==> src/rtl/fifo_wr_arbiter.sv <==
// fifo_wr_arbiter: round-robin arbiter sharing one FIFO write port among N_REQ producers.
// Ports: req/req_data in, gnt/err pulses out, fifo_wr_en/fifo_data_in to FIFO,
//   fifo_full/fifo_wr_ack/fifo_overflow from FIFO, busy/owner_idx status.
module fifo_wr_arbiter #(
  parameter int N_REQ      = 4,
  parameter int DATA_WIDTH = 16,
  parameter int RETRY_MAX  = 3,
  localparam int IW        = $clog2(N_REQ)
) (
  input  logic                        clk,
  input  logic                        rst,
  input  logic [N_REQ-1:0]            req,
  input  logic [N_REQ*DATA_WIDTH-1:0] req_data,
  output logic [N_REQ-1:0]            gnt,
  output logic [N_REQ-1:0]            err,
  output logic                        fifo_wr_en,
  output logic [DATA_WIDTH-1:0]       fifo_data_in,
  input  logic                        fifo_full,
  input  logic                        fifo_wr_ack,
  input  logic                        fifo_overflow,
  output logic                        busy,
  output logic [IW-1:0]               owner_idx
);

  typedef enum logic [1:0] {
    IDLE,
    WRITE,
    ACK,
    BACKOFF
  } state_t;

  state_t                  state_q, state_d;
  logic [N_REQ-1:0]        gnt_q, gnt_d;
  logic [N_REQ-1:0]        err_q, err_d;
  logic                    wr_en_q, wr_en_d;
  logic [DATA_WIDTH-1:0]   data_q, data_d;
  logic                    busy_q, busy_d;
  logic [IW-1:0]           owner_q, owner_d;
  logic [IW-1:0]           rr_q, rr_d;
  logic [3:0]              retry_q, retry_d;

  logic [N_REQ-1:0]        elig;
  logic                    found;
  logic [IW-1:0]           win;

  function automatic logic [IW-1:0] wrap_inc(
    input logic [IW-1:0] v,
    input int            k
  );
    return IW'((int'(v) + k) % N_REQ);
  endfunction

  // The requester pulsed this cycle still holds req; mask it
  // so it cannot win twice in a row off a stale request.
  always_comb begin
    elig  = req & ~(gnt_q | err_q);
    found = 1'b0;
    win   = '0;
    for (int k = 0; k < N_REQ; k++) begin
      if (!found && elig[wrap_inc(rr_q, k)]) begin
        found = 1'b1;
        win   = wrap_inc(rr_q, k);
      end
    end
  end

  always_comb begin
    state_d = state_q;
    gnt_d   = '0;
    err_d   = '0;
    wr_en_d = 1'b0;
    data_d  = data_q;
    owner_d = owner_q;
    rr_d    = rr_q;
    retry_d = retry_q;
    unique case (state_q)
      IDLE: begin
        if (found && !fifo_full) begin
          owner_d = win;
          data_d  = req_data[int'(win)*DATA_WIDTH +: DATA_WIDTH];
          wr_en_d = 1'b1;
          state_d = WRITE;
        end
      end
      WRITE: begin
        state_d = ACK;
      end
      ACK: begin
        if (fifo_wr_ack) begin
          gnt_d[owner_q] = 1'b1;
          rr_d    = wrap_inc(owner_q, 1);
          retry_d = '0;
          state_d = IDLE;
        end else if (fifo_overflow || !fifo_wr_ack) begin
          // overflow and a missing ack both count as a failed try
          if (retry_q + 4'd1 == 4'(RETRY_MAX)) begin
            err_d[owner_q] = 1'b1;
            rr_d    = wrap_inc(owner_q, 1);
            retry_d = '0;
            state_d = IDLE;
          end else begin
            retry_d = retry_q + 4'd1;
            state_d = BACKOFF;
          end
        end
      end
      BACKOFF: begin
        if (!fifo_full) begin
          wr_en_d = 1'b1;
          state_d = WRITE;
        end
      end
      default: state_d = IDLE;
    endcase
    busy_d = (state_d != IDLE);
  end

  always_ff @(posedge clk) begin
    if (rst) begin
      state_q <= IDLE;
      gnt_q   <= '0;
      err_q   <= '0;
      wr_en_q <= 1'b0;
      data_q  <= '0;
      busy_q  <= 1'b0;
      owner_q <= '0;
      rr_q    <= '0;
      retry_q <= '0;
    end else begin
      state_q <= state_d;
      gnt_q   <= gnt_d;
      err_q   <= err_d;
      wr_en_q <= wr_en_d;
      data_q  <= data_d;
      busy_q  <= busy_d;
      owner_q <= owner_d;
      rr_q    <= rr_d;
      retry_q <= retry_d;
    end
  end

  assign gnt          = gnt_q;
  assign err          = err_q;
  assign fifo_wr_en   = wr_en_q;
  assign fifo_data_in = data_q;
  assign busy         = busy_q;
  assign owner_idx    = owner_q;

endmodule
==> config.mk <==
export PLATFORM = sky130hd
export DESIGN_NAME = fifo_wr_arbiter
export DESIGN_NICKNAME = d
export VERILOG_FILES = /design/src/rtl/fifo_wr_arbiter.sv
export SDC_FILE = /design/constraint.sdc
export NUM_CORES = 1
export LEC_CHECK = 0
export CORE_MARGIN = 1
export CORE_UTILIZATION = 36
export CTS_CLUSTER_SIZE = 8
export DETAILED_ROUTE_END_ITERATION = 8
export GPL_ROUTABILITY_DRIVEN = 0
export PLACE_DENSITY = 0.76
export REMOVE_ABC_BUFFERS = 1
export SETUP_SLACK_MARGIN = 0.15
export SYNTH_ARGS = -nofsm -noshare
export SYNTH_HDL_FRONTEND = slang
export SYNTH_SLANG_ARGS = --single-unit
==> constraint.sdc <==
create_clock -name clk -period 2.12 [get_ports clk]
set_input_delay 0.424 -clock clk [delete_from_list [all_inputs] [get_ports clk]]
set_output_delay 0.424 -clock clk [all_outputs]
set_load 0.02 [all_outputs]
==> impl_metrics.env <==
export IMPL_status="finished clean"
export IMPL_synth_area_leaders="dfxtp_1 (36%), mux2i_1 (17%), o221ai_2 (7.5%), ha_1 (6.2%), nand2_1 (4.3%)"
export IMPL_slew_viol_final=0
export IMPL_hold_viol=0
export IMPL_timing_rr_start="gnt[3]$_SDFF_PP0_"
export IMPL_instances_no_fill=412
export IMPL_synth_mux_area_share_pct=17.5
export IMPL_clockBufferDepth=2
export IMPL_wirelength_um=6610
export IMPL_cp_start_kind="flip-flop"
export IMPL_first_iter_violations=67
export IMPL_crit_fanout=7
export IMPL_dp_slack_ps=-445
export IMPL_synthAdderAreaFrac_pct=6.23
export IMPL_worstPathArrival_ps=2230
export IMPL_comb_power_share_pct=44.4
export IMPL_grt_pass1_vias=2161
export IMPL_io_buffers=99
export IMPL_swShare_pct=31.5
export IMPL_ios=101
export IMPL_relSlewSlack_pct=79.0
export IMPL_final_nets=424
export IMPL_ys_seq_area_share_pct=35.9
export IMPL_synth_edf_count=0
export IMPL_setup_violations=0
export IMPL_die_y_um=76.7
export IMPL_nFillCells=372
export IMPL_peakVddDrop_uv=437
export IMPL_cp_end_kind="flip-flop"
export IMPL_cts_root_buf="clkbuf_8"
export IMPL_synthArstFlopShare_pct=0
export IMPL_core_mm2=0.00524
export IMPL_num_antenna_cells=0
export IMPL_finalCritPeriodShare_pct=97.3
export IMPL_maxCapViolCount=0
export IMPL_num_rows=26
export IMPL_die_w_um=76.7
export IMPL_synth_seq_cells=36
export IMPL_p_sw_w=0.000808
export IMPL_worstSkewPairLatency_ps=290
export IMPL_multi_input_area_mm2=0.00152
export IMPL_crit_start="gnt[3]$_SDFF_PP0_"
export IMPL_cellPowerDensity_mw_per_mm2=654
export IMPL_synth_top_family_by_area="simple AND/OR/NAND/NOR gates"
export IMPL_initial_core_util_pct=38.3
export IMPL_seqCellArea_um2=728
export IMPL_grt_total_usage_pct=22.4
export IMPL_ant_nets=0
export IMPL_clkTransAtPathRegs_ps=80
export IMPL_max_freq_mhz=485
export IMPL_seqPwrFrac_pct=32.0
export IMPL_layout_common_cells="clkdlybuf4s50_1 (95), dfxtp_1 (30), nand2_1 (22)"
export IMPL_overflow=0
export IMPL_dp_cells=385
export IMPL_crit_type="reg -> reg"
export IMPL_synth_cell_type_count=34
export IMPL_rsz0062_at_grt="yes"
export IMPL_internal_power_w=0.00176
export IMPL_hpwlAfterDp_um=4010
export IMPL_cts_buffers=5
export IMPL_vias_per_cell=5.09
export IMPL_yosys_area_share_xor_xnor_pct=0
export IMPL_postLayoutCoreUtil_pct=74.9
export IMPL_cts_tree="yes"
export IMPL_cts_sinks=36
export IMPL_skew_ps=6.93
export IMPL_power_total_w=0.00257
export IMPL_synthSimpleGateAreaFrac_pct=18.0
export IMPL_final_common_cell="clkdlybuf4s50_1"
export IMPL_routedWlPerCell_um=16.0
export IMPL_worst_slack_ps=57.6
export IMPL_area_growth_pct=95.6
export IMPL_grt_pass1_wl_um=10400
export IMPL_worstMarginPinSlew_ps=313
export IMPL_synth_compound_area_share_pct=16.7
export IMPL_dieArea_mm2=0.00588
export IMPL_h_tree_depth=2
export IMPL_hold_path_class="reg -> reg"
export IMPL_yosys_warnings=0
export IMPL_grt_max_degree=22
export IMPL_drc=0
export IMPL_synthFlopType="dfxtp_1"
export IMPL_fin_crit_ps=2060
export IMPL_synth_top_area_share_pct=35.9
export IMPL_hp_start="fifo_data_in[3]$_SDFFE_PP0P_"
export IMPL_netlist_area_mm2=0.00201
export IMPL_p_leak_nw=1.45
export IMPL_synthCells=212
export IMPL_critPathRequiredTime_ps=2290
export IMPL_drt_first_pass_iters=4
export IMPL_synth_largest_area_cell="dfxtp_1"
export IMPL_clkPwrFrac_pct=23.6
export IMPL_vias=2096
export IMPL_antenna_found_initial=0
export IMPL_drive_gt1_share_pct=29.8
export IMPL_syn_mean_instance_area_um2=9.47
==> worst paths after layout <==
| check | endpoint | cells past startpoint | slack (ps) |
|---|---|---|---|
| setup / recovery | fifo_data_in[14]$_SDFFE_PP0P_ | 10 | 60 |
| hold / removal | fifo_data_in[3]$_SDFFE_PP0P_ | 2 | 470 |
| setup reg to reg | fifo_data_in[14]$_SDFFE_PP0P_ | 10 | 60 |
| hold reg to reg | fifo_data_in[3]$_SDFFE_PP0P_ | 2 | 470 |
==> per-stage QoR <==
stage / hold WS [ps] / cell area, um^2 / TNS (ps)
after floorplan: 485 / 1940 / -10350
after global placement: 443 / 3170 / -5190
after detailed placement: 449 / 3170 / -6560
after CTS: 471 / 3800 / 0
after global routing: 494 / 3930 / -45.1
final: 469 / 3930 / 0
==> cell usage after synthesis (all sizes together) (2+ instances only) <==
master and count:
a21oi 11, buf 8, clkbuf 3, dfxtp 36, ha 10, inv 11, mux2i 34, nand2 23
nand2b 8, nand3 4, nor2 16, nor2b 2, nor3 7, nor3b 5, o21ai 3, o221ai 16
o22ai 3, o31ai 2, or3b 2
==> metal layers <==
layer  global-route usage, %  wire length (um)  up-vias  share of wire (%)
li1                        -                 -     1027                  -
met4                    6.54                68        0                1.0
met2                    41.1              3500       67                 53
met1                    25.5              2690      995                 41
met3                    5.24               350        7                5.3
met5                       0                 0        -                  0
==> sequential cells by signal, summed over array words and instances, names as in the netlist <==
signal / count
err: 4
rr_q: 2
busy: 1
fifo_data_in: 16
owner_idx: 2
state_q: 2
gnt: 4
retry_q: 4
fifo_wr_en: 1
==> kinds of logic after synthesis <==
kind of cell / after synthesis
adders and majority gates: 10
AOI/OAI and AO/OA: 38
DFF: 36
and+or+nand+nor: 71
buffers and inverters: 22
muxes: 35
==> power groups by stage <==
stage	sequential, W	clock (W)	combinational, W
finish	0.000820	0.000606	0.00114
detailed placement	0.000829	0	0.000831
floorplan	0.000908	0	0.000337
CTS	0.000817	0.000615	0.00107
global route	0.000830	0.000648	0.00121
global placement	0.000828	0	0.000816
==> what timing repair did <==
| item | CTS | global route |
|---|---|---|
| hold endpoints to repair | 0 | 0 |
| pin swaps | 16 | 4 |
| setup buffers | 12 | 1 |
| hold buffers | 0 | 0 |
| resized for setup | 68 | 23 |
| setup endpoints to repair | 16 | 17 |
| gates cloned | 6 | 0 |
==> critical path, cell delays in order, from the launching register on <==
cell      delay, ps
dfxtp_2         340
nor3b_4         200
buf_4           140
buf_6            90
o32a_1          180
o31ai_4          90
a21oi_4         200
buf_6           170
buf_16          150
mux2i_4         260
o221ai_2        120
==> area by class of cell <==
type / count / share of cell area, %
Clock inverter: 3 / 1.08
Multi-Input combinational cell: 154 / 38.6
Inverter: 11 / 1.05
Sequential cell: 36 / 18.6
Timing Repair Buffer: 133 / 36.7
Tap cell: 70 / 2.23
Clock buffer: 5 / 1.75
Power figures use the tool's default switching activity.
